## src/rtl/until_monitor_pkg.sv

```systemverilog
// until_monitor_pkg: FSM states and sizing constants shared by the until monitor.
package until_monitor_pkg;
  typedef enum logic [1:0] {IDLE, ARMED, CHECK, DRAIN} state_t;
  localparam int MAX_C_DELAY = 8;
  localparam int MAX_REP = 15;
  localparam int CNT_W = 8;
endpackage

```

## src/rtl/seq_rep_detect.sv

```systemverilog
// seq_rep_detect: flags the cycle that completes a run of REP consecutive D samples.
module seq_rep_detect import until_monitor_pkg::*; #(
  parameter int REP = 2
) (
  input  logic clock,
  input  logic reset,
  input  logic D,
  output logic triggered
);
  localparam int RW = $clog2(MAX_REP + 1);
  localparam logic [RW-1:0] R = RW'(REP);
  logic [RW-1:0] run;
  always_ff @(posedge clock)
    if (reset) run <= '0;
    else run <= !D ? '0 : (run == R ? run : run + 1'b1);
  assign triggered = D && (run >= R - 1'b1);
endmodule

```

## src/rtl/until_monitor.sv

```systemverilog
// until_monitor: checks $rose(A) |=> (B ##C_DELAY C) until[_with] D[*REP].triggered.
// Define UNTIL_MONITOR_COUNT_EN to build the saturating fail_count register.
module until_monitor import until_monitor_pkg::*; #(
  parameter int STRONG = 0,
  parameter int C_DELAY = 2,
  parameter int REP = 2
) (
  input  logic clock,
  input  logic reset,
  input  logic A,
  input  logic B,
  input  logic C,
  input  logic D,
  output logic active,
  output logic fail,
  output logic fail_sticky,
  output logic done,
  output logic overlap,
  output logic [CNT_W-1:0] fail_count
);
  state_t state, nxt;
  logic a_q, ov_q, triggered, rose, checking, sched, b_bad, c_bad, viol, done_nxt;
  logic [C_DELAY-1:0] sr, sr_nxt;
  seq_rep_detect #(.REP(REP)) u_rep (.clock(clock), .reset(reset), .D(D), .triggered(triggered));
  // ARMED is the first check cycle (rose+1); it always hands over to CHECK unless the obligation ends there
  always_comb begin
    rose = A && !a_q;
    checking = state == ARMED || state == CHECK;
    sched = checking && (!triggered || STRONG != 0);
    b_bad = sched && !B;
    c_bad = state != IDLE && sr[C_DELAY-1] && !C;
    viol = b_bad || c_bad;
    sr_nxt = viol ? '0 : (sr << 1) | C_DELAY'(sched);
    done_nxt = state == DRAIN && sr == '0;
    nxt = viol ? IDLE :
          state == IDLE ? (rose ? ARMED : IDLE) :
          checking ? (triggered ? DRAIN : CHECK) :
          sr == '0 ? (rose ? ARMED : IDLE) : DRAIN;
  end
  always_ff @(posedge clock)
    if (reset) begin
      state <= IDLE;
      a_q <= 1'b0;
      sr <= '0;
      ov_q <= 1'b0;
      active <= 1'b0;
      fail <= 1'b0;
      fail_sticky <= 1'b0;
      done <= 1'b0;
    end else begin
      state <= nxt;
      a_q <= A;
      sr <= sr_nxt;
      ov_q <= overlap;
      active <= nxt != IDLE;
      fail <= viol;
      fail_sticky <= fail_sticky || viol;
      done <= done_nxt;
    end
  assign overlap = ov_q || (rose && state != IDLE);
`ifdef UNTIL_MONITOR_COUNT_EN
  logic [CNT_W-1:0] cnt;
  always_ff @(posedge clock)
    if (reset) cnt <= '0;
    else if (viol && cnt != '1) cnt <= cnt + 1'b1;
  assign fail_count = cnt;
`else
  assign fail_count = '0;
`endif
endmodule

```

## config.mk

```make
export PLATFORM = sky130hd
export DESIGN_NAME = until_monitor
export DESIGN_NICKNAME = d
export VERILOG_FILES = /design/src/rtl/until_monitor_pkg.sv /design/src/rtl/seq_rep_detect.sv /design/src/rtl/until_monitor.sv
export SDC_FILE = /design/constraint.sdc
export NUM_CORES = 1
export LEC_CHECK = 0
export CAP_MARGIN = 30
export CORE_ASPECT_RATIO = 0.7
export CORE_MARGIN = 10
export CORE_UTILIZATION = 25
export DETAILED_ROUTE_END_ITERATION = 16
export DONT_BUFFER_PORTS = 1
export SYNTH_ARGS = -nofsm -noshare
export SYNTH_HDL_FRONTEND = slang
export SYNTH_HIERARCHICAL = 1
export SYNTH_SLANG_ARGS = --single-unit
```

## constraint.sdc

```tcl
create_clock -name clock -period 3.7 [get_ports clock]
set_input_delay 0.74 -clock clock [delete_from_list [all_inputs] [get_ports clock]]
set_output_delay 0.74 -clock clock [all_outputs]
set_load 0.05 [all_outputs]
```

### After elaboration in Yosys (flattened, before gate mapping)

Cells that the tools add are included.

* bitwise logic cells: 2
* shift-type cells: 0
* magnitude comparators: 1
* equal/unequal tests: 4
* add/subtract/negate cells: 1
* reduce and logical (&&, ||, !) cells: 22
* mux-type cells: 6
* $mul: 0
* div/mod/pow operators: 0

Operators by type and width (count)
* 1-bit logical AND: 8
* 2-bit two-way mux: 4
* 4-bit by 1-bit adder with 4-bit output (second input constant): 1
* 2-bit equality test (second input constant): 2
* 4-bit by 2-bit equality test with 1-bit output (second input constant): 1
* 4-bit by 1-bit >= comparator with 1-bit output (second input constant): 1
* 1-bit logical NOT: 4
* 2-bit logical NOT: 2
* 1-bit logical OR: 4
* 2-bit nonzero test: 2
* 2-bit OR reduction: 2
* 2-bit by 1-bit equality test with 1-bit output (second input constant): 1
* 1-bit two-way mux: 2
* 2-bit by 1-bit OR with 2-bit output: 1
* 1-bit inverter: 1

* input bits: 6
* output and inout port bits: 13
* memories kept: 0
* latch bits: 0
* bits in read-only memories: 0
* register bits: 14
* logic and storage cells: 45
* RAM bits: 0

### Depth between registers and ports, before layout

Gate-level depths: netlist of the first run.

* depth after elaboration: 8
* gate-level depth with buffers: 7
* gate-level depth less buffers: 7

### By module

The synthesis of the first run kept the hierarchy.

By module, submodules not included
* until_monitor: cells each 42, times used 1, area an instance 442.9 um^2, sequential area each 200.2 um^2
* seq_rep_detect: cells each 25, times used 1, area an instance 241.5 um^2, sequential area each 80.1 um^2

### Worst setup path before layout of the first run

No wires, ideal clock.

* path type: input -> output
* start: in A
* end: out overlap
* data arrival time: 1.729 ns
* stages: 2
* buffers on the path: 0
* required time: 2.960 ns
* path slack: 1.231 ns
* cell sequence: or2b_1 > o21bai_1

* word-level cells in the longest chain between the ends: 3

Ends and longest elaborated chain
* start, declared: RTL line until_monitor.sv:10 `input logic A,`
* 1-bit logical AND: RTL line until_monitor.sv:27 `rose = A && !a_q;`
* 1-bit logical AND: RTL line until_monitor.sv:60 `assign overlap = ov_q || (rose && state != IDLE);`
* 1-bit logical OR: RTL line until_monitor.sv:60
* end, declared: RTL line until_monitor.sv:18 `output logic overlap,`

No other way between the ends.

### Worst setup path in the final report of the first run

Same ends and word-level chain as after synthesis.

==> impl_metrics.yaml, run 1 <==
outcome:
  outcome: "completed"
detailed_routing:
  routed-via-count: 412
  first_pass_iters: 3
  vias_per_cell: 3.96
  detail_route.wl_per_cell_um: 12.1
  drc_errors: 0
  drt_wl_total_um: 1260
  drtIter0Drc: 41
  ant_nets: 0
placed_design:
  port_buffers: 0
  gp_congestion: 0.727
  dp_cells: 100
  dp.final_hpwl_um: 992
  place_area_sq_um: 697
clock_tree:
  cts_root_buffer: "clkbuf_8"
  cts_buffer_depth: 2
  cts_tree: "built"
  clk_pin_slew_ns: 0.06
  cts_hold_buf: 0
  ctsResizeCount: 0
  numCtsBuffers: 3
  tritoncts_num_sinks: 14
  cts_setup_buffers: 0
  htreeDepth: 1
  clk_latency_ns: 0.24
die:
  initial_core_util: 0.270
  die_h_um: 63.8
  fp.dieW_um: 82.5
  core_area_sq_um: 2530
  rows: 15
  ioPinCount: 19
  die-area_sq_um: 5260
setup_path:
  cp.arrival_ns: 1.32
  rrSetupSlack_ns: 1.94
  cp-end-kind: "output pin"
  critPathMaxFanout: 2
  reg2reg_to: "fail"
  path_delay_family: "simple AND/OR/NAND/NOR gates"
  path_buf_inv: 1
  worstPathRequired_ns: 2.96
  path_cells: "or2b_1, o21bai_1, buf_4"
  worst-setup-path-type: "input pin to output pin"
  max_stage_delay_ns: 0.23
  r2r-start: "u_rep/run[1]"
  slowest_stage: "or2b_1"
  cp-start-kind: "input pin"
  rr_worst_depth: 6
power_and_ir_drop:
  combPwrFrac: 0.148
  leakage_nw: 0.299
  power_per_cell_area_nw_per_um2: 497
  p_switching_w: 0.000105
  total_power_w: 0.000374
  power.share.clock: 0.391
  swShare: 0.280
  internal_power_w: 0.000269
  max-vdd-ir-drop_uv: 150
  seqPwrFrac: 0.461
cells_and_area:
  diodes: 0
  final_common_cell: "dfxtp_1"
  final_net_count: 83
  stdcell_area_sq_um: 752
  final_cells: 104
  area_growth_pct: 9.87
  layout_common_cells: "dfxtp_1, conb_1, ha_1"
  drive_above_1_share: 0.129
logic_synthesis:
  ys.flop_type: "dfxtp_1"
  syn_area_sq_um: 684
  synth_edf_count: 0
  synth-simple-area-share: 0.214
  synth_xor_xnor_area_share: 0.0256
  synth_mux_area_frac: 0.0146
  synth_seq_area_share: 0.410
  syn-instance-count: 67
  synth_compound_area_frac: 0.101
  synth_top_family_by_area: "simple AND/OR/NAND/NOR gates"
  syn_area_per_cell_sq_um: 10.2
  ys_warn_count: 6
  synthArstFlopShare: 0
  synth-seq-cells: 14
  ys_types: 27
  synth-adder-area-share: 0.110
global_routing:
  overflow: 0
  first_global_vias: 345
  grt_max_degree: 12
  grtUsageTotal: 0.0465
  grt_pass1_wl_um: 1840
  grt_antenna_before_repair: 0
sta:
  hold_viol: 0
  slew_violations: 0
  tns_ns: 0
  holdWs_ns: 0.460
  fmax_mhz: 485
  setup_viol: 0
  fin_crit_sh: 0.558
  rsz0062_at_grt: "no"
  clock_skew_ns: 0.00195
  max_slew.worst_pin.slew_ns: 0.516
  max-slew-margin-rel: 0.656
  period_needed_ns: 2.06
worst_hold_path:
  hold_depth: 1
  hp-class: "flip-flop to flip-flop"
  hold_start: "sr[0]"
  worstHoldEndpoint: "done"
job:
  maxCapViolations: 0
state kept, by name, indices dropped and copies added (netlist names):
name and flops:
sr 2, state 2, active 1, fail 1, fail_sticky 1, done 1
ov_q 1, a_q 1, u_rep/run 4
Yosys cell counts (2+ instances only):
cell type  number  area, sq um
nor2_1          5         18.8
nor2b_1         3         18.8
nand2b_1        3         18.8
or2b_1          2         15.0
inv_1           5         18.8
buf_4           8         60.1
dfxtp_1        14          280
ha_1            6         75.1
nor3_1          3         15.0
kinds of logic (layout without fill, tap and decap cells):
logic type | after synthesis | after routing
buffers and inverters | 14 | 10
XOR/XNOR | 2 | 2
AO/OA/AOI/OAI | 6 | 6
multiplexers | 1 | 1
flip-flops | 14 | 14
AND/OR/NAND/NOR | 23 | 23
adder cells (fa/ha/maj) | 6 | 6
other | 1 | 8
layout make-up:
class                   instances  area [sq um]
clock buffers                   4          55.1
fillers                       274          1780
flip-flops and latches         14           280
well taps                      34          42.5
inverters                       5          18.8
repair buffers                  1          7.51
multi-input cells              46           348
power by group through the flow:
stage               Combinational, W  Clock [W]  Sequential, W
global placement           0.0000549          0       0.000175
global route               0.0000599   0.000159       0.000173
detailed placement         0.0000549          0       0.000176
finish                     0.0000553   0.000146       0.000172
CTS                        0.0000551   0.000151       0.000172
floorplan                  0.0000560          0       0.000174
through the flow:
step | util | setup WS, ns
after floorplan | - | 1.23
after global placement | 0.275 | 1.66
after detailed placement | 0.275 | 1.64
after CTS | 0.297 | 1.64
after global routing | 0.297 | 1.60
final | 0.297 | 1.64
worst register-to-register path, stage by stage, from the launching register on:
cell and delay, ns:
dfxtp_1 0.41, inv_1 0.09, ha_1 0.18, o41a_1 0.37
nand2b_1 0.21, o2bb2ai_4 0.26, nor2b_1 0.17
worst max-delay path by stage:
stage / start / to / slack, ns / depth (start not counted)
2_1_floorplan: A / overlap / 1.23 / 2
3_3_place_gp: A / overlap / 1.66 / 3
3_5_place_dp: A / overlap / 1.64 / 3
4_1_cts: A / overlap / 1.64 / 3
5_1_grt: A / overlap / 1.60 / 3
6_report: A / overlap / 1.64 / 3
layer usage:
layer  track usage  routed length [um]  vias to the layer above
met5             0                   0                        -
met4        0.0313                  23                        0
met3        0.0209                  95                        2
met2        0.0640                 548                       13
met1        0.0561                 590                      185
li1              -                   -                      212
Power figures use the tool's default switching activity.
==> run 2: changes to the inputs <==
Clock period 3.7 ns to 2 ns, I/O delays scaled along.
==> impl_metrics.yaml, run 2 (synthesized netlist as in run 1, its figures left out) <==
setup_path:
  critPathMaxFanout: 7
  rr_worst_depth: 6
  path_cells: "inv_1, ha_1, o41a_1, nand2b_1, o2bb2ai_4, nor2b_1"
  cp.depth: 6
  worstPathRequired_ns: 2.19
  worst-setup-path-type: "flip-flop to flip-flop"
  max_stage_delay_ns: 0.40
  slowest_stage: "dfxtp_1"
  cp.arrival_ns: 1.88
  path_buf_inv: 1
  cp-end-kind: "flip-flop"
  path_delay_family: "compound AO/OA/AOI/OAI gates"
  cp-start-kind: "flip-flop"
worst_hold_path:
  hold_depth: 1
  hp-class: "input pin to flip-flop"
sta:
  max-slew-margin-rel: 0.660
  clock_skew_ns: 0.000971
  fin_crit_sh: 0.846
  max_slew.worst_pin.slew_ns: 0.509
  period_needed_ns: 1.69
  fmax_mhz: 591
  hold_viol: 0
  holdWs_ns: 0.213
  setup_viol: 0
  slew_violations: 0
  rsz0062_at_grt: "no"
  tns_ns: 0
die:
  initial_core_util: 0.270
  core_area_sq_um: 2530
  die_h_um: 63.8
  die-area_sq_um: 5260
  fp.dieW_um: 82.5
  ioPinCount: 19
  rows: 15
detailed_routing:
  ant_nets: 0
  drtIter0Drc: 21
  vias_per_cell: 4.00
  detail_route.wl_per_cell_um: 11.7
  routed-via-count: 416
  drc_errors: 0
  first_pass_iters: 3
  drt_wl_total_um: 1210
clock_tree:
  clk_latency_ns: 0.25
  numCtsBuffers: 3
  ctsResizeCount: 0
  cts_root_buffer: "clkbuf_8"
  cts_tree: "built"
  clk_pin_slew_ns: 0.06
  htreeDepth: 1
  cts_hold_buf: 0
  cts_buffer_depth: 2
  tritoncts_num_sinks: 14
  cts_setup_buffers: 0
cells_and_area:
  drive_above_1_share: 0.129
  multi_input_area_sq_um: 348
  diodes: 0
  final_common_cell: "dfxtp_1"
  fill_cells: 277
  utilization: 0.297
  seqCellArea_sq_um: 280
  largest_register_ffs: 4
  layout_common_cells: "dfxtp_1, conb_1, ha_1"
  final_net_count: 83
  top_register: "u_rep/run"
  area_growth_pct: 9.87
  top_regs: "u_rep/run x4, sr x2, state x2"
power_and_ir_drop:
  total_power_w: 0.000698
  max-vdd-ir-drop_uv: 234
  power_per_cell_area_nw_per_um2: 928
  leakage_nw: 0.299
outcome:
  outcome: "completed"
global_routing:
  first_global_vias: 382
  grt_pass1_wl_um: 1930
  grt_max_degree: 12
  overflow: 0
  grt_antenna_before_repair: 0
  grtUsageTotal: 0.0493
placed_design:
  dp.final_hpwl_um: 973
  port_buffers: 0
  gp_congestion: 0.762
job:
  maxCapViolations: 0
-- run 2: cell counts in the layout (fill, tap and decap cells not counted) --
Identical to the previous run, type by type.
-- run 2: path summary, 6_finish.rpt --
kind	start	endpoint	slack, ns
worst max-delay path	u_rep/run[1]	fail	0.31
worst min-delay path	reset	fail	0.21
worst max register to register	u_rep/run[1]	fail	0.31
worst min register to register	sr[0]	done	0.47
-- run 2: cell type report --
type,count,share of cell area
multi-input cells,46,0.463
well taps,34,0.0566
repair buffers,1,0.00998
inverters,5,0.0250
flip-flops and latches,14,0.373
clock buffers,4,0.0732
-- run 2: metrics by stage --
stage,instances,area (sq um),setup slack (ns)
after global placement,100,697,0.376
after CTS,104,752,0.299
after floorplan,74,711,0.211
after detailed placement,100,697,0.318
after global routing,104,752,0.171
final,104,752,0.308
-- run 2: worst reg2reg max path, stage by stage (launching register included) --
cell and delay, ns:
dfxtp_1 0.40, inv_1 0.09, ha_1 0.18, o41a_1 0.36, nand2b_1 0.21, o2bb2ai_4 0.25, nor2b_1 0.15
-- run 2: routing by layer --
| metal | up-vias | GRT usage | wire length, um |
|---|---|---|---|
| li1 | 211 | - | - |
| met2 | 11 | 0.0727 | 549 |
| met5 | - | 0 | 0 |
| met4 | 0 | 0.0313 | 25 |
| met3 | 3 | 0.0251 | 108 |
| met1 | 191 | 0.0546 | 531 |
-- run 2: power by group --
group          internal, W  total [W]  switching [W]
clock             0.000175   0.000278       0.000104
sequential        0.000293   0.000318      0.0000248
combinational    0.0000297   0.000102      0.0000720
